[src/rtl/ntt_sched.sv]
// ntt_sched: stage/butterfly scheduler for a two-BFU NTT/INTT datapath.
//
// Walks all LOGN stages of an N-point forward (Cooley-Tukey) or inverse
// (Gentleman-Sande) transform. Each issue cycle emits two butterflies
// (four coefficient read addresses and two twiddle addresses). The same
// coefficient addresses are replayed as write-back addresses D = BFU_LAT+1
// cycles later. Each stage is followed by a D-cycle drain, so a stage never
// reads a coefficient before the previous stage has written it back.
//
// Ports:
//   clk, rst          clock, synchronous active-high reset
//   stall             freeze request (only with NTT_SCHED_STALL_EN defined)
//   start, op         run request (sampled in idle), 0 = NTT / 1 = INTT
//   busy, done        run in progress, one-cycle completion pulse
//   stage             current stage index
//   rd_en, rd_*       read strobe and a/b addresses for BFU0/BFU1
//   tw_addr0/1        twiddle ROM addresses for BFU0/BFU1
//   wr_en, wr_*       write-back strobe and a/b addresses
//
// Optional feature macro: NTT_SCHED_STALL_EN adds the stall input.
module ntt_sched #(
  parameter int unsigned LOGN    = 9,
  parameter int unsigned BFU_LAT = 4
) (
  input  logic            clk,
  input  logic            rst,
`ifdef NTT_SCHED_STALL_EN
  input  logic            stall,
`endif
  input  logic            start,
  input  logic            op,
  output logic            busy,
  output logic            done,
  output logic [3:0]      stage,
  output logic            rd_en,
  output logic [LOGN-1:0] rd_a0,
  output logic [LOGN-1:0] rd_b0,
  output logic [LOGN-1:0] rd_a1,
  output logic [LOGN-1:0] rd_b1,
  output logic [LOGN-1:0] tw_addr0,
  output logic [LOGN-1:0] tw_addr1,
  output logic            wr_en,
  output logic [LOGN-1:0] wr_a0,
  output logic [LOGN-1:0] wr_b0,
  output logic [LOGN-1:0] wr_a1,
  output logic [LOGN-1:0] wr_b1
);

  localparam int unsigned D  = BFU_LAT + 1;
  localparam int unsigned DW = $clog2(D + 1);
  localparam int unsigned CW = LOGN - 2;
  localparam int unsigned EW = 4 * LOGN + 1;  // {valid, a0, b0, a1, b1}
  localparam logic [DW-1:0] DLast = DW'(D - 1);
  localparam logic [3:0]    SLast = 4'(LOGN - 1);

  typedef enum logic [1:0] {StIdle, StIssue, StDrain, StDone} state_e;

  state_e          st_q, st_d;
  logic [3:0]      s_q, s_d;
  logic [CW-1:0]   c_q, c_d;
  logic [DW-1:0]   dc_q, dc_d;
  logic            op_q, op_d;
  logic            busy_q, busy_d;
  logic            done_q, done_d;
  logic            rd_en_q, rd_en_d;
  logic [LOGN-1:0] ra0_q, ra0_d, rb0_q, rb0_d, ra1_q, ra1_d, rb1_q, rb1_d;
  logic [LOGN-1:0] tw0_q, tw0_d, tw1_q, tw1_d;
  logic [EW-1:0]   dl_q [D];
  logic [EW-1:0]   dl_d [D];
  logic [3*LOGN-1:0] bf0, bf1;
  logic            stall_w;

`ifdef NTT_SCHED_STALL_EN
  assign stall_w = stall;
`else
  assign stall_w = 1'b0;
`endif

  // Returns {a, b, tw} for butterfly j of stage s. The half-span is a power of
  // two, so divide/modulo reduce to shift/mask. hs = log2(h); the twiddle base
  // N>>(s+1) or 1<<s is always 1 << (LOGN-1-hs).
  function automatic logic [3*LOGN-1:0] bfly(input logic [LOGN-1:0] j,
                                             input logic [3:0]      s,
                                             input logic            inv);
    logic [LOGN-1:0] one, h, g, o, a, b, tw;
    int unsigned     hs;
    one = LOGN'(1);
    hs  = inv ? {28'd0, s} : (LOGN - 1 - {28'd0, s});
    h   = one << hs;
    g   = j >> hs;
    o   = j & (h - one);
    a   = (g << (hs + 1)) | o;
    b   = a + h;
    tw  = (one << (LOGN - 1 - hs)) + g;
    return {a, b, tw};
  endfunction

  always_comb begin
    st_d    = st_q;
    s_d     = s_q;
    c_d     = c_q;
    dc_d    = dc_q;
    op_d    = op_q;
    busy_d  = busy_q;
    done_d  = done_q;
    rd_en_d = rd_en_q;
    ra0_d   = ra0_q;
    rb0_d   = rb0_q;
    ra1_d   = ra1_q;
    rb1_d   = rb1_q;
    tw0_d   = tw0_q;
    tw1_d   = tw1_q;
    bf0     = '0;
    bf1     = '0;
    for (int k = 0; k < D; k++) dl_d[k] = dl_q[k];

    // A stalled cycle leaves every register untouched, so the schedule simply
    // resumes where it was once the stall clears.
    if (!stall_w) begin
      unique case (st_q)
        StIdle: begin
          if (start) begin
            st_d = StIssue;
            s_d  = '0;
            c_d  = '0;
            op_d = op;
          end
        end
        StIssue: begin
          if (&c_q) begin
            st_d = StDrain;
            c_d  = '0;
            dc_d = '0;
          end else begin
            c_d = c_q + CW'(1);
          end
        end
        StDrain: begin
          if (dc_q == DLast) begin
            if (s_q == SLast) begin
              st_d = StDone;
            end else begin
              st_d = StIssue;
              s_d  = s_q + 4'd1;
            end
          end else begin
            dc_d = dc_q + DW'(1);
          end
        end
        StDone: st_d = StIdle;
        default: st_d = StIdle;
      endcase

      // Outputs are registered from the next state so they line up with it.
      busy_d  = (st_d == StIssue) || (st_d == StDrain);
      done_d  = (st_d == StDone);
      rd_en_d = (st_d == StIssue);
      if (st_d == StIssue) begin
        bf0   = bfly({1'b0, c_d, 1'b0}, s_d, op_d);
        bf1   = bfly({1'b0, c_d, 1'b1}, s_d, op_d);
        ra0_d = bf0[3*LOGN-1 -: LOGN];
        rb0_d = bf0[2*LOGN-1 -: LOGN];
        tw0_d = bf0[LOGN-1:0];
        ra1_d = bf1[3*LOGN-1 -: LOGN];
        rb1_d = bf1[2*LOGN-1 -: LOGN];
        tw1_d = bf1[LOGN-1:0];
      end

      // The currently visible issue enters the delay line; it reaches the tail
      // D cycles after it was shown on the read port.
      dl_d[0] = {rd_en_q, ra0_q, rb0_q, ra1_q, rb1_q};
      for (int k = 1; k < D; k++) dl_d[k] = dl_q[k-1];
    end
  end

  always_ff @(posedge clk) begin
    if (rst) begin
      st_q    <= StIdle;
      s_q     <= '0;
      c_q     <= '0;
      dc_q    <= '0;
      op_q    <= 1'b0;
      busy_q  <= 1'b0;
      done_q  <= 1'b0;
      rd_en_q <= 1'b0;
      ra0_q   <= '0;
      rb0_q   <= '0;
      ra1_q   <= '0;
      rb1_q   <= '0;
      tw0_q   <= '0;
      tw1_q   <= '0;
      for (int k = 0; k < D; k++) dl_q[k] <= '0;
    end else begin
      st_q    <= st_d;
      s_q     <= s_d;
      c_q     <= c_d;
      dc_q    <= dc_d;
      op_q    <= op_d;
      busy_q  <= busy_d;
      done_q  <= done_d;
      rd_en_q <= rd_en_d;
      ra0_q   <= ra0_d;
      rb0_q   <= rb0_d;
      ra1_q   <= ra1_d;
      rb1_q   <= rb1_d;
      tw0_q   <= tw0_d;
      tw1_q   <= tw1_d;
      for (int k = 0; k < D; k++) dl_q[k] <= dl_d[k];
    end
  end

  // Strobes are masked in the stalled cycle itself; the frozen entry is
  // presented again once the stall clears.
  assign busy     = busy_q;
  assign done     = done_q & ~stall_w;
  assign stage    = s_q;
  assign rd_en    = rd_en_q & ~stall_w;
  assign rd_a0    = ra0_q;
  assign rd_b0    = rb0_q;
  assign rd_a1    = ra1_q;
  assign rd_b1    = rb1_q;
  assign tw_addr0 = tw0_q;
  assign tw_addr1 = tw1_q;
  assign wr_en    = dl_q[D-1][EW-1] & ~stall_w;
  assign wr_a0    = dl_q[D-1][4*LOGN-1 -: LOGN];
  assign wr_b0    = dl_q[D-1][3*LOGN-1 -: LOGN];
  assign wr_a1    = dl_q[D-1][2*LOGN-1 -: LOGN];
  assign wr_b1    = dl_q[D-1][LOGN-1:0];

endmodule

[config.mk]
export PLATFORM = sky130hd
export DESIGN_NAME = ntt_sched
export DESIGN_NICKNAME = d
export VERILOG_FILES = /design/src/rtl/ntt_sched.sv
export SDC_FILE = /design/constraint.sdc
export NUM_CORES = 1
export LEC_CHECK = 0
export BUFFER_PORTS_ARGS = -buffer_cell sky130_fd_sc_hd__buf_2
export CORE_ASPECT_RATIO = 0.8
export CORE_MARGIN = 3
export CORE_UTILIZATION = 40
export CTS_CLUSTER_SIZE = 20
export DETAILED_ROUTE_END_ITERATION = 10
export GPL_ROUTABILITY_DRIVEN = 0
export SLEW_MARGIN = 5
export SYNTH_ARGS = -nofsm -noshare
export SYNTH_HDL_FRONTEND = slang
export SYNTH_SLANG_ARGS = --single-unit
[constraint.sdc]
create_clock -name clk -period 11.1 [get_ports clk]
set_clock_uncertainty 0.1 [all_clocks]
set_input_delay 0 -clock clk [delete_from_list [all_inputs] [get_ports clk]]
set_output_delay 0 -clock clk [all_outputs]
set_load 0.02 [all_outputs]
## After elaboration in Yosys (flattened, before gate mapping)

Memory sizes are Yosys's and may differ from the RTL's.
Index checks and enable logic that the tools add are counted.

- Reductions and logical operators: 5
- Multiplexer cells: 26
- Bitwise logic cells: 9
- Add/sub/neg operators: 11
- Shift operators: 6
- Eq/ne operators: 10

Operator list:

| cell | count |
|---|---|
| 37-bit 2-to-1 mux | 5 |
| 1-bit by 32-bit << shifter with 9-bit output, first input constant | 2 |
| 9-bit by 32-bit << shifter with 9-bit output | 2 |
| 8-bit by 32-bit >> shifter with 9-bit output | 2 |
| 9-bit adder | 4 |
| 32-bit by 1-bit adder with 32-bit output, second input constant | 1 |
| 32-bit 2-to-1 mux | 1 |
| 4-bit by 32-bit subtractor with 32-bit output, first input constant | 1 |
| 8-bit by 9-bit AND with 9-bit output | 2 |
| 9-bit bitwise OR | 2 |
| 7-bit 2-to-1 mux | 2 |
| 7-bit one-hot mux with 2 select lines | 1 |
| 4-bit 2-to-1 mux | 3 |
| 9-bit by 1-bit subtractor with 9-bit output, second input constant | 1 |
| 2-bit equality test, second input constant | 4 |
| 2-bit 2-to-1 mux | 4 |
| 2-bit one-hot mux with 4 select lines | 1 |
| 4-bit one-hot mux with 2 select lines | 1 |
| 7-bit by 1-bit adder with 7-bit output, second input constant | 1 |
| 7-bit AND reduction | 1 |
| 3-bit 2-to-1 mux | 2 |
| 3-bit one-hot mux with 2 select lines | 1 |
| 1-bit 2-to-1 mux | 5 |
| 1-bit bitwise OR | 5 |
| other kinds (11) | 13 |

- Bits of input ports: 4
- Word-level logic and storage cells: 82
- Memories: 1
- Output and inout bits: 98
- Bits in writable memories: 185
- Bits in registers: 74

Memory list:

| name | words | bits a word | read ports | clocked after memory_dff | write ports | line | source |
|---|---|---|---|---|---|---|---|
| dl_q | 5 | 37 | 5 | 0 | 5 | 68 | `logic [EW-1:0] dl_q [D];` |

## Longest topological paths before layout

- Depth in word-level cells: 11
- Depth in mapped cells: 34
- Depth with buffers taken out: 29

## Worst setup path before layout

No wires, ideal clock.

- Path type: register to register
- Start point: reg st_q[0]
- End point: reg rb0_q[8], in the netlist rd_b0[8]
- Stages on the path, launching flop included: 32
- Required time: 10.883 ns
- Clock period less this slack: 7.118 ns
- Library setup time: 0.117 ns
- Arrival: 6.900 ns
- Buffers on the path: 5
- Slack: 3.982 ns
- Path through: dfxtp_1 -> inv_1 -> ha_1 -> buf_4 -> mux2i_1 -> a32oi_1 -> nand2_2 -> inv_2 -> buf_2 -> buf_1 -> ha_1 -> inv_1 -> o211ai_1 -> buf_2 -> inv_1 -> clkbuf_1 -> ha_1 -> or4b_2 -> nor3_1 -> nand4_1 -> or3_1 -> or4_1 -> o211ai_1 -> o211ai_1 -> nand2_1 -> ha_1 -> o21a_1 -> o21a_1 -> o21ai_0 -> nand2b_1 -> or4_1 -> a32o_1

- Longest elaborated chain between the ends: 9
- Elaborated cells on any way between the ends: 22
- Classes of those cells: 4 x add/sub; 4 x eq/ne; 3 x shift; 8 x mux; 2 x bitwise; 1 x reduce/logical

Ends and longest elaborated chain:

| element | line | source |
|---|---|---|
| start, declared | 58 | `state_e st_q, st_d;` |
| start signal, assigned | 178 | `st_q <= StIdle;` |
| start signal, assigned | 194 | `st_q <= st_d;` |
| branches (longest 9 deep; another with 32-bit by 1-bit adder with 32-bit output) | -- |  |
| end signal, assigned | 203 | `rb0_q <= rb0_d;` |
| end, declared | 66 | `logic [LOGN-1:0] ra0_q, ra0_d, rb0_q, rb0_d, ra1_q, ra1_d, rb1_q, rb1_d;` |

Parallel ways; which one is timed is not known.
A chain may end at the register's enable or synchronous reset.

## Worst setup path after layout

Same ends and word-level chain as after synthesis.

==> impl_metrics.toml <==
[power_and_ir_drop]
power_mw = 2.05
swShare = 0.247
combPwrFrac = 0.090
power_frac_seq = 0.478
internal_power_mw = 1.55
ir_drop_uv = 103
p_sw_mw = 0.508
p_clk_frac = 0.433
power_density_mw_per_mm2 = 167
p_leak_nw = 5.41

[sta]
fin_crit_ns = 7.91
fmax_ghz = 0.126
rsz0062_at_grt = "false"
hold_ws_ns = 0.332
slew_headroom = 0.291
worstMarginPinSlew_ns = 1.06
fin_crit_sh = 0.712
maxSlewViolCount = 0
setup_viol = 0
finalHoldViolations = 0
layout_setup_ws_ns = 3.19
setup_tns_ns = 0

[clock_tree]
cts_setup_buffers = 0
clock-sinks = 259
htree_levels = 1
path_clk_slew_ns = 0.06
cts_tree = "done"
clk_path_buf_depth = 3
cts_buffers = 27
clkLatencyLatePin_ns = 0.55
clockRootBuffer = "clkbuf_16"

[routing]
ant_nets = 0
routed_wl_mm = 22.7
drt-initial-drc-count = 484
wl_per_cell_um = 14.7
drcViolationCount = 0
drt-vias-per-instance = 4.86
num_vias = 7495
dr.pass1.iters = 5

[logic_synthesis]
synth_area_per_cell_um2 = 9.72
synth_edf_count = 0
syn_inst = 1119
synth_top_area_share = 0.477
synth_top_cell_by_area = "dfxtp_1"
synth_area_leaders = "dfxtp_1, nor2b_1, ha_1, mux2i_1, nor2_1"
ys_types = 84
ys_seq_area_frac = 0.477
yosysWarnings = 0
synthArstFlopShare = 0
syn_area_mm2 = 0.0109
yosys_register_bits = 259
synth_fp_nets = 1177
synth_flop_cell = "dfxtp_1"

[setup_path]
startpoint_type = "flip-flop"
rrSetupSlack_ns = 3.19
cpLargestDelayFamily = "simple AND/OR/NAND/NOR gates"
crit_top_cell = "ha_1"
worstSetupEndpointType = "flip-flop"
reg2reg_to = "rd_b0[8]"
cp_slowest_cell = "or4b_2"
critical_path_buf_inv_count = 5
slowest_delay_ns = 0.58
r2r-start = "st_q[0]"
required_ns = 11.43
critPathKind = "flip-flop to flip-flop"
worstPathMaxFanout = 27
reg2reg_depth = 29
cp.arrival_ns = 8.23

[placed_design]
dp_hpwl_mm = 15.8
port_buffers = 101
place_ws_ns = 3.36
placed_area_mm2 = 0.0114
place_inst = 1490

[die]
start_util = 0.410
std_cell_rows = 53
coreArea_mm2 = 0.0265
ios = 102
die_area_mm2 = 0.0292
die_w_um = 190
die_y_um = 153

[global_route]
overflow = 0
grtUsageTotal = 0.151
grt_pass1_vias = 6794
grt_max_degree = 140
grt_pass1_wl_mm = 36.4
grt_antenna_before_repair = 0

[cells_and_area]
final_cell_mix = "dfxtp_1, nor2b_1, buf_2, nor2_1, ha_1"
nets = 1224
drive_gt1_frac = 0.160
area_growth_syn_to_layout_pct = 13.2
fin_cells = 1543
diodes = 0
mostFrequentLayoutCell = "dfxtp_1"
design_area_mm2 = 0.0123
utilization = 0.464

[run]
cap_violations = 0

[min_path]
hold_class = "flip-flop to flip-flop"
hp-start = "dl_q[0][23]"
holdPathStages = 1
hold_end = "dl_q[0][60]"

[run_status]
status = "complete, no violations"
## Yosys cell counts (7+ instances only)
master and n:
xnor2_1 23, nor2_1 95, buf_1 9, clkbuf_1 38
buf_4 38, o21ai_0 31, nor2b_1 195, a21o_1 13
ha_1 50, dfxtp_1 259, inv_1 26, nand3_1 19
nand2_1 47, a31oi_1 7, xor2_1 8, nor3_1 26
a21oi_1 30, o21a_1 8, o22ai_1 7, nand2b_1 8
a211oi_1 11, nand4_1 9, mux2i_1 37
## logic make-up after synthesis
logic type	synth area share
multiplexers	0.0398
buffers and inverters	0.0565
adder cells (fa/ha/maj)	0.0649
AND/OR/NAND/NOR	0.216
other	0.000345
XOR/XNOR	0.0305
flip-flops	0.477
AO/OA/AOI/OAI	0.115
## area by class of cell
| class | instances | area, um2 |
|---|---|---|
| clock buffer | 35 | 766 |
| clock inverter | 14 | 131 |
| fill | 2600 | 14200 |
| inverter | 31 | 123 |
| multi-input combinational | 738 | 5080 |
| sequential | 259 | 5180 |
| tap | 357 | 447 |
| timing repair buffer | 109 | 582 |
## power by group through the flow
stage          clock network, mW  logic, mW  registers, mW
2_1_floorplan                  0      0.145           1.00
3_3_place_gp                   0      0.185           1.00
3_5_place_dp                   0      0.184           1.00
4_1_cts                    0.917      0.186          0.981
5_1_grt                    0.954      0.201          0.985
6_report                   0.889      0.184          0.981
## routing by layer
| layer | up-vias | part of all wire | track usage |
|---|---|---|---|
| met1 | 3399 | 0.49 | 0.220 |
| met4 | 0 | 0.015 | 0.0286 |
| met3 | 29 | 0.075 | 0.0362 |
| met5 | - | 0 | 0 |
| li1 | 3850 | - | - |
| met2 | 217 | 0.41 | 0.229 |
## worst max path at each step
stage	start	end	slack (ns)	depth (start not counted)
detailed placement	st_q[0]	rd_b0[8]	3.36	28
global placement	st_q[0]	rd_b0[8]	3.57	28
CTS	st_q[0]	rd_b0[8]	3.31	28
floorplan	st_q[0]	rd_b0[8]	3.98	31
finish	st_q[0]	rd_b0[8]	3.19	29
global route	st_q[0]	rd_b0[8]	2.59	29
## flip-flops by register name (all words and copies together) (netlist names)
register,cells
rd_b0,9
dl_q,185
op_q,1
stage,4
st_q,2
rd_b1,9
busy,1
rd_a0,9
dc_q,3
rd_a1,9
done,1
c_q,7
tw_addr0,9
rd_en,1
tw_addr1,9
## timing repair
action / 4_1_cts / 5_1_grt
hold buffers: 4 / 0
gates resized for setup: 0 / 0
hold endpoints to repair: 117 / 0
Power figures use the tool's default switching activity.
